File: src/rtl/lsu_mem_issuer_if.sv
// Request/response bus between the LSU issuer (master)
// and the data cache (slave).
interface lsu_mem_issuer_if #(
  parameter int WID_W = 6
);
  logic             req_valid_o;
  logic             req_ready_i;
  logic [31:0]      req_vaddr_o;
  logic [31:0]      req_wdata_o;
  logic [3:0]       req_strb_o;
  logic [3:0]       req_rmask_o;
  logic [1:0]       req_msized_o;
  logic             req_msigned_o;
  logic [WID_W-1:0] req_wid_o;
  logic             resp_valid_i;
  logic             resp_hit_i;
  logic             resp_uncached_i;
  logic [WID_W-1:0] resp_wid_i;
  logic [31:0]      resp_rdata_i;

  modport master (
    output req_valid_o,
    output req_vaddr_o,
    output req_wdata_o,
    output req_strb_o,
    output req_rmask_o,
    output req_msized_o,
    output req_msigned_o,
    output req_wid_o,
    input  req_ready_i,
    input  resp_valid_i,
    input  resp_hit_i,
    input  resp_uncached_i,
    input  resp_wid_i,
    input  resp_rdata_i
  );

  modport slave (
    input  req_valid_o,
    input  req_vaddr_o,
    input  req_wdata_o,
    input  req_strb_o,
    input  req_rmask_o,
    input  req_msized_o,
    input  req_msigned_o,
    input  req_wid_o,
    output req_ready_i,
    output resp_valid_i,
    output resp_hit_i,
    output resp_uncached_i,
    output resp_wid_i,
    output resp_rdata_i
  );
endinterface

File: src/rtl/lsu_mem_issuer.sv
// LSU memory issuer: builds one dcache request per uop,
// replays load misses and writes back results or ALE.
module lsu_mem_issuer #(
  parameter int WID_W      = 6,
  parameter int REPLAY_GAP = 2,
  parameter int CNT_W      = 16
) (
  input  logic             clk,
  input  logic             rst_n,
  input  logic             flush_i,
  input  logic             uop_valid_i,
  output logic             uop_ready_o,
  input  logic [31:0]      uop_base_i,
  input  logic [31:0]      uop_imm_i,
  input  logic [31:0]      uop_wdata_i,
  input  logic             uop_store_i,
  input  logic [1:0]       uop_msized_i,
  input  logic             uop_msigned_i,
  input  logic [WID_W-1:0] uop_wid_i,
  lsu_mem_issuer_if.master dc,
  output logic             wb_valid_o,
  output logic [WID_W-1:0] wb_wid_o,
  output logic [31:0]      wb_data_o,
  output logic             wb_uncached_o,
  output logic             wb_ale_o,
  output logic [31:0]      wb_badv_o,
  output logic [CNT_W-1:0] replay_cnt_o
);

  typedef enum logic [1:0] {
    IDLE,
    SEND,
    WAIT,
    GAP
  } state_t;

  typedef struct packed {
    logic [31:0]      vaddr;
    logic [31:0]      wdata;
    logic [3:0]       strb;
    logic [3:0]       rmask;
    logic [1:0]       msized;
    logic             msigned;
    logic [WID_W-1:0] wid;
    logic             store;
  } req_t;

  localparam logic [3:0] GAP_INIT =
    4'(REPLAY_GAP > 0 ? REPLAY_GAP - 1 : 0);

  state_t      state_q;
  state_t      state_d;
  req_t        req_q;
  logic [3:0]  gap_q;

  logic [31:0] va;
  logic [1:0]  sz;
  logic [3:0]  mask;
  logic [31:0] wrep;
  logic        misal;
  logic        accept;
  logic        resp_match;
  logic        done;
  logic        miss;

  assign va = uop_base_i + uop_imm_i;
  assign sz = (uop_msized_i == 2'd3) ? 2'd2
                                     : uop_msized_i;

  always_comb begin
    mask  = 4'b1111;
    wrep  = uop_wdata_i;
    misal = 1'b0;
    unique case (1'b1)
      (sz == 2'd0): begin
        mask = 4'b0001 << va[1:0];
        wrep = {4{uop_wdata_i[7:0]}};
      end
      (sz == 2'd1): begin
        mask  = 4'b0011 << {va[1], 1'b0};
        wrep  = {2{uop_wdata_i[15:0]}};
        misal = va[0];
      end
      default: begin
        mask  = 4'b1111;
        misal = |va[1:0];
      end
    endcase
  end

  assign accept = uop_valid_i & uop_ready_o;

  // responses seen during a flush are dropped outright
  assign resp_match = (state_q == WAIT)
                    & dc.resp_valid_i
                    & (dc.resp_wid_i == req_q.wid)
                    & ~flush_i;
  assign done = resp_match
              & (req_q.store | dc.resp_hit_i);
  assign miss = resp_match & ~done;

  always_ff @(posedge clk or posedge rst_n) begin
    if (rst_n) begin
      state_q <= IDLE;
    end else begin
      state_q <= state_d;
    end
  end

  always_comb begin
    state_d = state_q;
    if (flush_i) begin
      state_d = IDLE;
    end else begin
      unique case (state_q)
        IDLE: begin
          if (accept & ~misal) state_d = SEND;
        end
        SEND: begin
          if (dc.req_ready_i) state_d = WAIT;
        end
        WAIT: begin
          if (done) begin
            state_d = IDLE;
          end else if (miss) begin
            state_d = (REPLAY_GAP == 0) ? SEND : GAP;
          end
        end
        GAP: begin
          if (gap_q == 4'd0) state_d = SEND;
        end
        default: state_d = IDLE;
      endcase
    end
  end

  always_comb begin
    uop_ready_o    = (state_q == IDLE) & ~flush_i & ~rst_n;
    dc.req_valid_o = (state_q == SEND);
  end

  assign dc.req_vaddr_o   = req_q.vaddr;
  assign dc.req_wdata_o   = req_q.wdata;
  assign dc.req_strb_o    = req_q.strb;
  assign dc.req_rmask_o   = req_q.rmask;
  assign dc.req_msized_o  = req_q.msized;
  assign dc.req_msigned_o = req_q.msigned;
  assign dc.req_wid_o     = req_q.wid;

  always_ff @(posedge clk or posedge rst_n) begin
    if (rst_n) begin
      req_q <= '0;
      gap_q <= '0;
    end else begin
      if (accept & ~misal) begin
        req_q.vaddr   <= va;
        req_q.wdata   <= wrep;
        req_q.strb    <= uop_store_i ? mask : 4'b0000;
        req_q.rmask   <= uop_store_i ? 4'b0000 : mask;
        req_q.msized  <= sz;
        req_q.msigned <= uop_msigned_i;
        req_q.wid     <= uop_wid_i;
        req_q.store   <= uop_store_i;
      end
      if (miss) begin
        gap_q <= GAP_INIT;
      end else if (state_q == GAP && gap_q != 4'd0) begin
        gap_q <= gap_q - 4'd1;
      end
    end
  end

  // writeback fields are zero whenever no pulse is presented
  always_ff @(posedge clk or posedge rst_n) begin
    if (rst_n) begin
      wb_valid_o    <= 1'b0;
      wb_wid_o      <= '0;
      wb_data_o     <= '0;
      wb_uncached_o <= 1'b0;
      wb_ale_o      <= 1'b0;
      wb_badv_o     <= '0;
    end else begin
      wb_valid_o    <= 1'b0;
      wb_wid_o      <= '0;
      wb_data_o     <= '0;
      wb_uncached_o <= 1'b0;
      wb_ale_o      <= 1'b0;
      wb_badv_o     <= '0;
      if (accept & misal) begin
        wb_valid_o <= 1'b1;
        wb_wid_o   <= uop_wid_i;
        wb_ale_o   <= 1'b1;
        wb_badv_o  <= va;
      end else if (done) begin
        wb_valid_o    <= 1'b1;
        wb_wid_o      <= req_q.wid;
        wb_data_o     <= req_q.store ? 32'd0
                                     : dc.resp_rdata_i;
        wb_uncached_o <= dc.resp_uncached_i;
      end
    end
  end

  always_ff @(posedge clk or posedge rst_n) begin
    if (rst_n) begin
      replay_cnt_o <= '0;
    end else if (miss && (~&replay_cnt_o)) begin
      replay_cnt_o <= replay_cnt_o + CNT_W'(1);
    end
  end

endmodule

File: src/flat_wrapper.sv
// flat-port wrapper written by rule: the top's interface ports become plain ports
module lsu_mem_issuer_flat 
#(
  parameter int WID_W      = 6,
  parameter int REPLAY_GAP = 2,
  parameter int CNT_W      = 16
)
  (clk, rst_n, flush_i, uop_valid_i, uop_ready_o, uop_base_i, uop_imm_i, uop_wdata_i, uop_store_i, uop_msized_i, uop_msigned_i, uop_wid_i, wb_valid_o, wb_wid_o, wb_data_o, wb_uncached_o, wb_ale_o, wb_badv_o, replay_cnt_o, dc_req_valid_o, dc_req_vaddr_o, dc_req_wdata_o, dc_req_strb_o, dc_req_rmask_o, dc_req_msized_o, dc_req_msigned_o, dc_req_wid_o, dc_req_ready_i, dc_resp_valid_i, dc_resp_hit_i, dc_resp_uncached_i, dc_resp_wid_i, dc_resp_rdata_i);
  lsu_mem_issuer_if #(.WID_W(WID_W)) dc_i ();
  input  logic clk;
  input  logic rst_n;
  input  logic flush_i;
  input  logic uop_valid_i;
  output logic uop_ready_o;
  input  logic [31:0] uop_base_i;
  input  logic [31:0] uop_imm_i;
  input  logic [31:0] uop_wdata_i;
  input  logic uop_store_i;
  input  logic [1:0] uop_msized_i;
  input  logic uop_msigned_i;
  input  logic [WID_W-1:0] uop_wid_i;
  output logic wb_valid_o;
  output logic [WID_W-1:0] wb_wid_o;
  output logic [31:0] wb_data_o;
  output logic wb_uncached_o;
  output logic wb_ale_o;
  output logic [31:0] wb_badv_o;
  output logic [CNT_W-1:0] replay_cnt_o;
  output wire logic [$bits(dc_i.req_valid_o)-1:0] dc_req_valid_o;
  output wire logic [$bits(dc_i.req_vaddr_o)-1:0] dc_req_vaddr_o;
  output wire logic [$bits(dc_i.req_wdata_o)-1:0] dc_req_wdata_o;
  output wire logic [$bits(dc_i.req_strb_o)-1:0] dc_req_strb_o;
  output wire logic [$bits(dc_i.req_rmask_o)-1:0] dc_req_rmask_o;
  output wire logic [$bits(dc_i.req_msized_o)-1:0] dc_req_msized_o;
  output wire logic [$bits(dc_i.req_msigned_o)-1:0] dc_req_msigned_o;
  output wire logic [$bits(dc_i.req_wid_o)-1:0] dc_req_wid_o;
  input wire logic [$bits(dc_i.req_ready_i)-1:0] dc_req_ready_i;
  input wire logic [$bits(dc_i.resp_valid_i)-1:0] dc_resp_valid_i;
  input wire logic [$bits(dc_i.resp_hit_i)-1:0] dc_resp_hit_i;
  input wire logic [$bits(dc_i.resp_uncached_i)-1:0] dc_resp_uncached_i;
  input wire logic [$bits(dc_i.resp_wid_i)-1:0] dc_resp_wid_i;
  input wire logic [$bits(dc_i.resp_rdata_i)-1:0] dc_resp_rdata_i;
  assign dc_req_valid_o = dc_i.req_valid_o;
  assign dc_req_vaddr_o = dc_i.req_vaddr_o;
  assign dc_req_wdata_o = dc_i.req_wdata_o;
  assign dc_req_strb_o = dc_i.req_strb_o;
  assign dc_req_rmask_o = dc_i.req_rmask_o;
  assign dc_req_msized_o = dc_i.req_msized_o;
  assign dc_req_msigned_o = dc_i.req_msigned_o;
  assign dc_req_wid_o = dc_i.req_wid_o;
  assign dc_i.req_ready_i = dc_req_ready_i;
  assign dc_i.resp_valid_i = dc_resp_valid_i;
  assign dc_i.resp_hit_i = dc_resp_hit_i;
  assign dc_i.resp_uncached_i = dc_resp_uncached_i;
  assign dc_i.resp_wid_i = dc_resp_wid_i;
  assign dc_i.resp_rdata_i = dc_resp_rdata_i;
  lsu_mem_issuer #(.WID_W(WID_W), .REPLAY_GAP(REPLAY_GAP), .CNT_W(CNT_W)) u_core (.clk(clk), .rst_n(rst_n), .flush_i(flush_i), .uop_valid_i(uop_valid_i), .uop_ready_o(uop_ready_o), .uop_base_i(uop_base_i), .uop_imm_i(uop_imm_i), .uop_wdata_i(uop_wdata_i), .uop_store_i(uop_store_i), .uop_msized_i(uop_msized_i), .uop_msigned_i(uop_msigned_i), .uop_wid_i(uop_wid_i), .dc(dc_i), .wb_valid_o(wb_valid_o), .wb_wid_o(wb_wid_o), .wb_data_o(wb_data_o), .wb_uncached_o(wb_uncached_o), .wb_ale_o(wb_ale_o), .wb_badv_o(wb_badv_o), .replay_cnt_o(replay_cnt_o));
endmodule
File: config.mk
export PLATFORM = sky130hd
export DESIGN_NAME = lsu_mem_issuer_flat
export DESIGN_NICKNAME = d
export VERILOG_FILES = /design/src/rtl/lsu_mem_issuer_if.sv /design/src/rtl/lsu_mem_issuer.sv /design/src/flat_wrapper.sv
export SDC_FILE = /design/constraint.sdc
export NUM_CORES = 1
export LEC_CHECK = 0
export BUFFER_PORTS_ARGS = -buffer_cell sky130_fd_sc_hd__buf_2
export CORE_MARGIN = 2
export CORE_UTILIZATION = 32
export CTS_CLUSTER_SIZE = 20
export DETAILED_ROUTE_END_ITERATION = 7
export PLACE_DENSITY = 0.65
export SYNTH_ARGS = -nofsm -noshare
export SYNTH_HDL_FRONTEND = slang
export SYNTH_SLANG_ARGS = --single-unit
File: constraint.sdc
create_clock -name clk -period 13.77 [get_ports clk]
set_input_delay 2.0655 -clock clk [delete_from_list [all_inputs] [get_ports clk]]
set_output_delay 2.0655 -clock clk [all_outputs]
set_load 0.1 [all_outputs]
==> impl_metrics.env, run 1 <==
export IMPL_io_pins=324
export IMPL_rsz0062_at_grt="no"
export IMPL_root_buffer="clkbuf_16"
export IMPL_ys_seq_area_share_pct=48.07
export IMPL_setup_viol=0
export IMPL_antenna_found_initial=1
export IMPL_synth_cell_types=55
export IMPL_place_ws_ps=8251
export IMPL_clock_skew_ps=15.94
export IMPL_cap_violations=0
export IMPL_port_buffers=323
export IMPL_cts_sinks=177
export IMPL_syn_num_nets=1172
export IMPL_layout_setup_ws_ps=8571
export IMPL_syn_cell_area_um2=9215
export IMPL_dr_pass1_iters=5
export IMPL_nets=1399
export IMPL_tns_ps=0
export IMPL_tritoncts="yes"
export IMPL_final_max_slew_viol_count=0
export IMPL_yosys_area_share_simple_pct=16.84
export IMPL_coreArea_um2=28550
export IMPL_core_rowCount=62
export IMPL_grt_max_degree=109
export IMPL_gp_congestion=0.8266
export IMPL_fillers=2958
export IMPL_dr_first_iter_drc_count=361
export IMPL_initial_core_util_pct=32.28
export IMPL_cts_max_level=4
export IMPL_antenna_cells=0
export IMPL_synth_cells=982
export IMPL_endpoint_kind="primary output"
export IMPL_wl_mm=26.37
export IMPL_regArea_um2=4429
export IMPL_holdCritPathClass="flop to flop"
export IMPL_fmax_mhz=192.3
export IMPL_synth_mux_area_share_pct=2.946
export IMPL_required_ps=11700
export IMPL_start_kind="primary input"
export IMPL_avgSynthCellArea_um2=9.384
export IMPL_crit_path_max_fanout=3
export IMPL_yosys_cell_count_top_type="dfrtp_1"
export IMPL_leakage_nw=5.992
export IMPL_max_vdd_ir_drop_v=0.00008846
export IMPL_multi_input_area_um2=3933
export IMPL_synth_top_cell_by_area="dfrtp_1"
export IMPL_power_total_mw=2.262
export IMPL_die_y_um=173.7
export IMPL_syn_to_final_growth_pct=21.55
export IMPL_status="complete, no violations"
export IMPL_netlist_top_cells_area="dfrtp_1 48%, nand2_1 6.6%, buf_4 6.5%"
export IMPL_yosys_warnings=0
export IMPL_synth_compound_area_share_pct=12.89
export IMPL_avgViaCountPerCell=4.739
export IMPL_drc_errors=0
export IMPL_fin_crit_sh_pct=37.76
export IMPL_tightestPinTransition_ps=982.0
export IMPL_synth_top_area_share_pct=48.07
export IMPL_final_hold_viol_count=0
export IMPL_synth_adder_area_share_pct=5.241
export IMPL_final_util_pct=39.24
export IMPL_dpl_hpwl_mm=19.77
export IMPL_vias=7611
export IMPL_drive_gt1_share_pct=30.85
export IMPL_cts_buffers=17
export IMPL_synth_xor_xnor_area_share_pct=4.657
export IMPL_ys_flop_type="dfrtp_1"
export IMPL_grt_pass1_wl_mm=41.38
export IMPL_clockBufferDepth=2
export IMPL_synth_top_family_by_area="simple AND/OR/NAND/NOR gates"
export IMPL_ctsHoldBuffers=0
export IMPL_grt_total_usage_pct=17.44
export IMPL_ys_seq_elements=177
export IMPL_slew_headroom_pct=34.29
export IMPL_fin_crit_ps=5199
export IMPL_synth_async_reset_ratio_pct=100.0
export IMPL_grt_pass1_vias=7565
export IMPL_synthTopCellsByCount="177 x dfrtp_1, 163 x nand2_1, 81 x o21ai_0"
export IMPL_synth_edf_count=0
export IMPL_path_class="primary input to primary output"
export IMPL_holdWs_ps=470.5
export IMPL_die_area_um2=30170
export IMPL_overflow=0
export IMPL_clk_pin_slew_worst_paths_ps=70
export IMPL_worstPathArrival_ps=3130
export IMPL_power_density_nw_per_um2=201.9
export IMPL_die_w_um=173.7
export IMPL_detail_route_wl_per_cell_um=16.42
export IMPL_ant_nets=0
export IMPL_post_cts_resized=0
export IMPL_clk_latency_ps=430
export IMPL_cts_setup_buffers=0
[critical path: stages]
cell     delay (ps)
buf_2           140
nor3b_1         410
buf_2           520
[through the flow]
stage / area [µm²] / cells
after global placement: 10620 / 1574
after CTS: 11200 / 1606
after global routing: 11200 / 1606
after detailed placement: 10620 / 1574
final: 11200 / 1606
after floorplan: 9215 / 982
[flip-flops by register name (all words and copies together) (netlist names), 6 cells and up]
signal,cells
u_core.wb_wid_o,6
u_core.replay_cnt_o,16
u_core.wb_data_o,32
u_core.wb_badv_o,32
u_core.dc.req_wdata_o,32
u_core.dc.req_vaddr_o,32
u_core.dc.req_wid_o,6
[worst paths after layout]
check,startpoint,end,slack (ps),cells after the start
worst max-delay path,rst_n,uop_ready_o,8570,3
worst min-delay path,u_core.dc.req_wdata_o[2]$_DFFE_PP0P_,u_core.dc.req_wdata_o[2]$_DFFE_PP0P_,470,2
worst max register to register,u_core.state_q[0]$_DFFE_PP0P_,u_core.state_q[0]$_DFFE_PP0P_,10510,9
worst min register to register,u_core.dc.req_wdata_o[2]$_DFFE_PP0P_,u_core.dc.req_wdata_o[2]$_DFFE_PP0P_,470,2
max in group asynchronous,rst_n,u_core.dc.req_vaddr_o[2]$_DFFE_PP0P_,10450,3
min in group asynchronous,rst_n,u_core.dc.req_wid_o[5]$_DFFE_PP0P_,1740,2
[power breakdown]
| group | total, mW | switching [mW] | internal [mW] |
|---|---|---|---|
| Clock | 0.494 | 0.223 | 0.271 |
| Sequential | 0.674 | 0.0567 | 0.617 |
| Combinational | 1.09 | 0.927 | 0.166 |
[cells by family (layout without fill, tap and decap cells)]
family | Yosys count | in the layout
AND/OR/NAND/NOR | 343 | 343
buffers and inverters | 148 | 388
XOR/XNOR | 49 | 49
flip-flops | 177 | 177
multiplexers | 27 | 27
adder cells (fa/ha/maj) | 38 | 38
AO/OA/AOI/OAI | 200 | 200
[layout make-up]
class / instances / share of cell area (%)
sequential: 177 / 39.54
multi-input combinational: 657 / 35.11
timing repair buffer: 330 / 14.90
tap: 384 / 4.290
clock buffer: 18 / 3.832
clock inverter: 14 / 1.385
inverter: 26 / 0.9383
[layout by cell type, fill, tap and decap left out, types with 3 or more instances in the layout]
| master | count |
|---|---|
| a21boi_0 | 3 |
| a21o_1 | 8 |
| clkinv_2 | 3 |
| buf_2 | 323 |
| nand2b_1 | 7 |
| inv_8 | 3 |
| a21oi_1 | 54 |
| or2_2 | 3 |
| o211ai_1 | 4 |
| nand4_1 | 10 |
| nand3_1 | 16 |
| a211oi_1 | 4 |
| o21bai_1 | 9 |
| inv_1 | 25 |
| dfrtp_1 | 177 |
| o31ai_1 | 11 |
| o21a_1 | 6 |
| and2_1 | 33 |
| nor2_2 | 3 |
| clkinvlp_4 | 3 |
| nor2_1 | 71 |
| xnor2_1 | 27 |
| ha_1 | 37 |
| mux2i_1 | 26 |
| nand2_1 | 163 |
| xor2_1 | 22 |
| and3_1 | 6 |
| buf_4 | 7 |
| clkbuf_16 | 17 |
| o21ai_0 | 81 |
| a31oi_1 | 4 |
| nor3_1 | 14 |
| nand3b_1 | 3 |
[layer usage]
metal | global-route usage (%) | part of all wire (%) | vias to the layer above
li1 | - | - | 3691
met1 | 21.93 | 43 | 3601
met2 | 29.10 | 47 | 292
met3 | 5.329 | 8.0 | 25
met4 | 4.832 | 1.4 | 2
met5 | 0 | 0.049 | -
No activity file was read; power rests on OpenSTA's default activity.
==> inputs of run 2 (changes only) <==
PLACE_DENSITY = 0.67   (was 0.65)
clock period = 4.5 ns   (was 13.77 ns; I/O delays follow)
==> run 2 against run 1 <==
Net effect: setup slack lost 7000 ps; flip-flop and latch count unchanged; final cell count up 0.19%; global-route usage up 0.43 points; clock skew fell by 7.8 ps; routed wire length rose by 2.3%; via count is 0.14% higher; sequential power grew to 3.1 times the previous value; worst hold slack got worse by 180 ps; clock-buffer cell count rose by 2; sequential share of layout area about the same; largest power group unchanged.
==> impl_metrics.env, run 2 (synthesis gave the netlist of run 1 again) <==
export IMPL_cts_sinks=177
export IMPL_detail_route_wl_per_cell_um=16.76
export IMPL_clk_pin_slew_worst_paths_ps=70
export IMPL_final_cell_mix="323 x buf_2, 177 x dfrtp_1, 163 x nand2_1"
export IMPL_crit_family="adder cells"
export IMPL_leakage_nw=5.981
export IMPL_grt_pass1_vias=7547
export IMPL_cts_max_level=4
export IMPL_met1_length_mm=11.69
export IMPL_core_rowCount=62
export IMPL_dr_wl_met3_mm=1.879
export IMPL_required_ps=4790
export IMPL_rsz0062_at_grt="no"
export IMPL_fillers=2948
export IMPL_cts_setup_buffers=0
export IMPL_slowest_delay_ps=670
export IMPL_grt_max_degree=108
export IMPL_ctsHoldBuffers=0
export IMPL_port_buffers=323
export IMPL_mostFrequentLayoutCell="buf_2"
export IMPL_initial_core_util_pct=32.28
export IMPL_path_buf_inv=3
export IMPL_die_y_um=173.7
export IMPL_wl_met2_mm=13.07
export IMPL_syn_to_final_growth_pct=21.64
export IMPL_clock_skew_ps=8.125
export IMPL_worstPathArrival_ps=3260
export IMPL_die_w_um=173.7
export IMPL_dpl_hpwl_mm=20.48
export IMPL_cap_violations=0
export IMPL_coreArea_um2=28550
export IMPL_fmax_mhz=337.2
export IMPL_nets=1402
export IMPL_final_max_slew_viol_count=0
export IMPL_holdCritPathClass="primary input to asynchronous set/reset pin"
export IMPL_tritoncts="yes"
export IMPL_power_density_nw_per_um2=613.4
export IMPL_wl_mm=26.97
export IMPL_endpoint_kind="flop"
export IMPL_drive_gt1_share_pct=30.96
export IMPL_path_cells="buf_2 -> ha_1 -> inv_1 -> fa_1 -> a21oi_1 -> or2_4 -> buf_4 -> o21ai_0"
export IMPL_io_pins=324
export IMPL_regArea_um2=4429
export IMPL_drc_errors=0
export IMPL_grt_total_usage_pct=17.87
export IMPL_crit_path_max_fanout=67
export IMPL_setup_viol=0
export IMPL_multi_input_area_um2=3938
export IMPL_avgViaCountPerCell=4.737
export IMPL_slew_headroom_pct=37.25
export IMPL_fin_crit_sh_pct=65.91
export IMPL_clk_latency_ps=430
export IMPL_status="complete, no violations"
export IMPL_antenna_found_initial=0
export IMPL_rr_worst_depth=8
export IMPL_gp_congestion=0.8649
export IMPL_tns_ps=0
export IMPL_path_class="primary input to flop"
export IMPL_ant_nets=0
export IMPL_overflow=0
export IMPL_die_area_um2=30170
export IMPL_max_vdd_ir_drop_v=0.0004193
export IMPL_final_cells=1609
export IMPL_root_buffer="clkbuf_16"
export IMPL_dr_first_iter_drc_count=299
export IMPL_post_cts_resized=0
export IMPL_cts_buffers=17
export IMPL_highest_layer="met4"
export IMPL_vias=7622
export IMPL_dp_cells=1577
export IMPL_dr_pass1_iters=5
export IMPL_tightestPinTransition_ps=937.8
export IMPL_start_kind="primary input"
export IMPL_critical_path_cell_count=8
export IMPL_clockBufferDepth=2
export IMPL_final_hold_viol_count=0
export IMPL_grt_pass1_wl_mm=42.21
export IMPL_fin_crit_ps=2966
export IMPL_crit_slowest_cell="or2_4"
==> run 2: through the flow <==
stage	worst slack [ps]	hold slack [ps]	utilization (%)	total power [mW]	area [µm²]
final	1534	293.1	39.27	6.875	11210
after global routing	1358	321.1	39.26	7.179	11210
after CTS	1536	292.3	39.26	6.942	11210
after detailed placement	1073	461.2	37.32	5.463	10650
after global placement	1160	454.5	37.32	5.437	10650
after floorplan	924.3	446.9	-	5.245	9224
==> run 2: final timing paths <==
kind / start / end / slack (ps)
worst max-delay path: uop_base_i[0] / u_core.dc.req_wdata_o[10]$_DFFE_PP0P_ / 1530
worst min-delay path: rst_n / u_core.wb_badv_o[3]$_DFF_PP0_ / 290
worst max register to register: u_core.state_q[0]$_DFFE_PP0P_ / u_core.replay_cnt_o[13]$_DFFE_PP0P_ / 1720
worst min register to register: u_core.dc.req_rmask_o[0]$_DFFE_PP0P_ / u_core.dc.req_rmask_o[0]$_DFFE_PP0P_ / 470
max in group asynchronous: rst_n / u_core.dc.req_wdata_o[2]$_DFFE_PP0P_ / 3180
min in group clk: flush_i / u_core.state_q[0]$_DFFE_PP0P_ / 450
==> run 2: area by class of cell <==
cell class | instances | area share [%]
diodes | 1 | 0.02232
clock inverters | 11 | 0.9599
clock buffers | 20 | 3.985
repair buffers | 333 | 15.20
flip-flops and latches | 177 | 39.51
inverters | 26 | 0.9041
well taps | 384 | 4.286
multi-input cells | 657 | 35.13
==> run 2: worst register-to-register path, delay by kind of cell (launching register included) <==
kind / cells / cell delay [ps]
simple gates: 5 / 1770
flops: 1 / 420
fa+ha+maj: 1 / 210
xor+xnor: 1 / 150
buf+inv: 1 / 100
==> run 2: routing by layer <==
metal / track usage, % / vias to the layer above
met3: 4.342 / 22
met2: 30.55 / 295
met4: 4.482 / 0
met5: 0 / -
met1: 22.74 / 3609
li1: - / 3696
==> run 2: where the power goes <==
| group | total (mW) | switching [mW] | internal [mW] |
|---|---|---|---|
| Clock | 1.46 | 0.678 | 0.779 |
| Combinational | 3.34 | 2.82 | 0.513 |
| Sequential | 2.08 | 0.193 | 1.89 |
==> inputs of run 3 (changes only) <==
PLACE_DENSITY = 0.65   (was 0.67)
clock period = 3 ns   (was 4.5 ns; I/O delays follow)
==> run 3 against run 2 <==
Net effect: core utilization up 0.61 points; flip-flop and latch count is the same; setup slack lost 1300 ps; critical path type is now flop to flop; routed wire length fell by 3.6%; sequential power grew 50%; final cell count grew 0.68%; first-iteration DRC count grew 57%; via count decreased by 0.38%; combinational power rose by 51%; highest routed layer is now met5; clock power grew 59%; die area is the same; sequential share of layout area is 0.61 points lower.
==> impl_metrics.env, run 3 (synthesis gave the netlist of run 1 again) <==
export IMPL_grt_pass1_wl_mm=41.38
export IMPL_start_kind="flop"
export IMPL_dpl_hpwl_mm=19.92
export IMPL_cap_violations=0
export IMPL_clk_pin_slew_worst_paths_ps=70
export IMPL_required_ps=3310
export IMPL_clk_latency_ps=430
export IMPL_slew_headroom_pct=39.61
export IMPL_fin_crit_ps=2752
export IMPL_drive_gt1_share_pct=31.69
export IMPL_leakage_nw=6.085
export IMPL_crit_slowest_cell="or3_1"
export IMPL_coreArea_um2=28550
export IMPL_drc_errors=0
export IMPL_tritoncts="yes"
export IMPL_gp_congestion=0.8683
export IMPL_endpoint_kind="flop"
export IMPL_root_buffer="clkbuf_16"
export IMPL_path_buf_inv=1
export IMPL_highest_layer="met5"
export IMPL_mostFrequentLayoutCell="buf_2"
export IMPL_final_cell_mix="323 x buf_2, 177 x dfrtp_1, 163 x nand2_1"
export IMPL_path_cells="inv_1 -> ha_1 -> nand3b_1 -> or4_4 -> or4_4 -> or3_1 -> nor2_4 -> nand2_1 -> xnor2_1"
export IMPL_die_w_um=173.7
export IMPL_rsz0062_at_grt="no"
export IMPL_avgViaCountPerCell=4.687
export IMPL_dr_pass1_iters=5
export IMPL_initial_core_util_pct=32.28
export IMPL_overflow=0
export IMPL_cts_max_level=4
export IMPL_fin_area_um2=11380
export IMPL_grt_pass1_vias=7602
export IMPL_ctsHoldBuffers=0
export IMPL_syn_to_final_growth_pct=23.54
export IMPL_fillers=2941
export IMPL_tightestPinTransition_ps=904.8
export IMPL_port_buffers=323
export IMPL_wl_met2_mm=12.56
export IMPL_nets=1411
export IMPL_status="complete, no violations"
export IMPL_cts_setup_buffers=0
export IMPL_cts_sinks=177
export IMPL_slowest_delay_ps=540
export IMPL_final_max_slew_viol_count=0
export IMPL_dr_first_iter_drc_count=469
export IMPL_path_class="flop to flop"
export IMPL_final_util_pct=39.88
export IMPL_holdCritPathClass="primary input to asynchronous set/reset pin"
export IMPL_place_area_um2=10770
export IMPL_worstPathArrival_ps=3060
export IMPL_max_vdd_ir_drop_v=0.0005359
export IMPL_detail_route_wl_per_cell_um=16.05
export IMPL_clockBufferDepth=2
export IMPL_path_common_cell="or4_4"
export IMPL_crit_path_max_fanout=5
export IMPL_power_density_nw_per_um2=918.8
export IMPL_die_area_um2=30170
export IMPL_fmax_mhz=363.3
export IMPL_crit_family="simple AND/OR/NAND/NOR gates"
export IMPL_core_rowCount=62
export IMPL_setup_viol=0
export IMPL_ant_nets=0
export IMPL_antenna_found_initial=3
export IMPL_final_cells=1620
export IMPL_io_pins=324
export IMPL_fin_crit_sh_pct=91.75
export IMPL_met1_length_mm=11.36
export IMPL_dr_wl_met3_mm=1.669
export IMPL_grt_max_degree=115
export IMPL_wl_mm=26.00
export IMPL_final_hold_viol_count=0
export IMPL_post_cts_resized=0
export IMPL_cts_buffers=17
export IMPL_vias=7593
export IMPL_clock_skew_ps=17.96
export IMPL_die_y_um=173.7
export IMPL_grt_total_usage_pct=17.38
export IMPL_dp_cells=1586
[run 3: cell count changes in the layout (fill, tap and decap cells not counted), sizes merged]
cell / previous run / this run
buf: 333 / 342
clkinvlp: 6 / 2
clkbuf: 20 / 22
clkinv: 3 / 5
bufinv: 1 / 2
diode: 1 / 2
[run 3: layer usage]
metal / vias up / GRT usage (%)
met5: - / 0
met4: 2 / 4.797
met3: 23 / 5.044
met2: 232 / 29.08
met1: 3616 / 21.95
li1: 3720 / -
[run 3: worst paths after layout]
| kind | startpoint | endpoint | slack (ps) | cells after the start |
|---|---|---|---|---|
| max | u_core.state_q[0]$_DFFE_PP0P_ | u_core.replay_cnt_o[12]$_DFFE_PP0P_ | 250 | 9 |
| max in group asynchronous | rst_n | u_core.dc.req_wdata_o[27]$_DFFE_PP0P_ | 2250 | 3 |
| max reg2reg | u_core.state_q[0]$_DFFE_PP0P_ | u_core.replay_cnt_o[12]$_DFFE_PP0P_ | 250 | 9 |
| min reg2reg | u_core.dc.req_msized_o[0]$_DFFE_PP0P_ | u_core.dc.req_msized_o[0]$_DFFE_PP0P_ | 470 | 2 |
| min in group clk | uop_msigned_i | u_core.dc.req_msigned_o$_DFFE_PP0P_ | 230 | 3 |
| min | rst_n | u_core.replay_cnt_o[13]$_DFFE_PP0P_ | 180 | 3 |
[run 3: tightest hold or removal path, stage by stage]
cell	delay (ps)
buf_2	140
clkinvlp_4	110
buf_12	300
[run 3: power breakdown]
group | total [mW] | leakage, nW | switching [mW] | internal [mW]
clock | 2.32 | 0.297 | 0.988 | 1.33
sequential | 3.11 | 2.34 | 0.272 | 2.83
combinational | 5.04 | 3.45 | 4.25 | 0.790
total | 10.5 | 6.09 | 5.51 | 4.95
[run 3: layout make-up]
cell class / instances / area, µm² / area share, %
multi-input cells: 657 / 3950 / 34.70
clock buffers: 22 / 484.2 / 4.253
clock inverters: 10 / 125.1 / 1.099
flip-flops and latches: 177 / 4429 / 38.91
inverters: 26 / 101.3 / 0.8902
repair buffers: 342 / 1809 / 15.89
diodes: 2 / 5.005 / 0.04396
well taps: 384 / 480.5 / 4.220
[run 3: per-stage QoR]
stage               power (mW)  hold slack, ps  setup TNS, ps  setup slack (ps)
global placement         8.167           455.1         -484.1            -119.4
global route             10.95           183.2              0             35.00
CTS                      10.57           170.9              0             246.9
finish                   10.46           175.2              0             247.6
floorplan                7.874           446.9              0             12.63
detailed placement       8.214           462.6         -930.4            -195.5
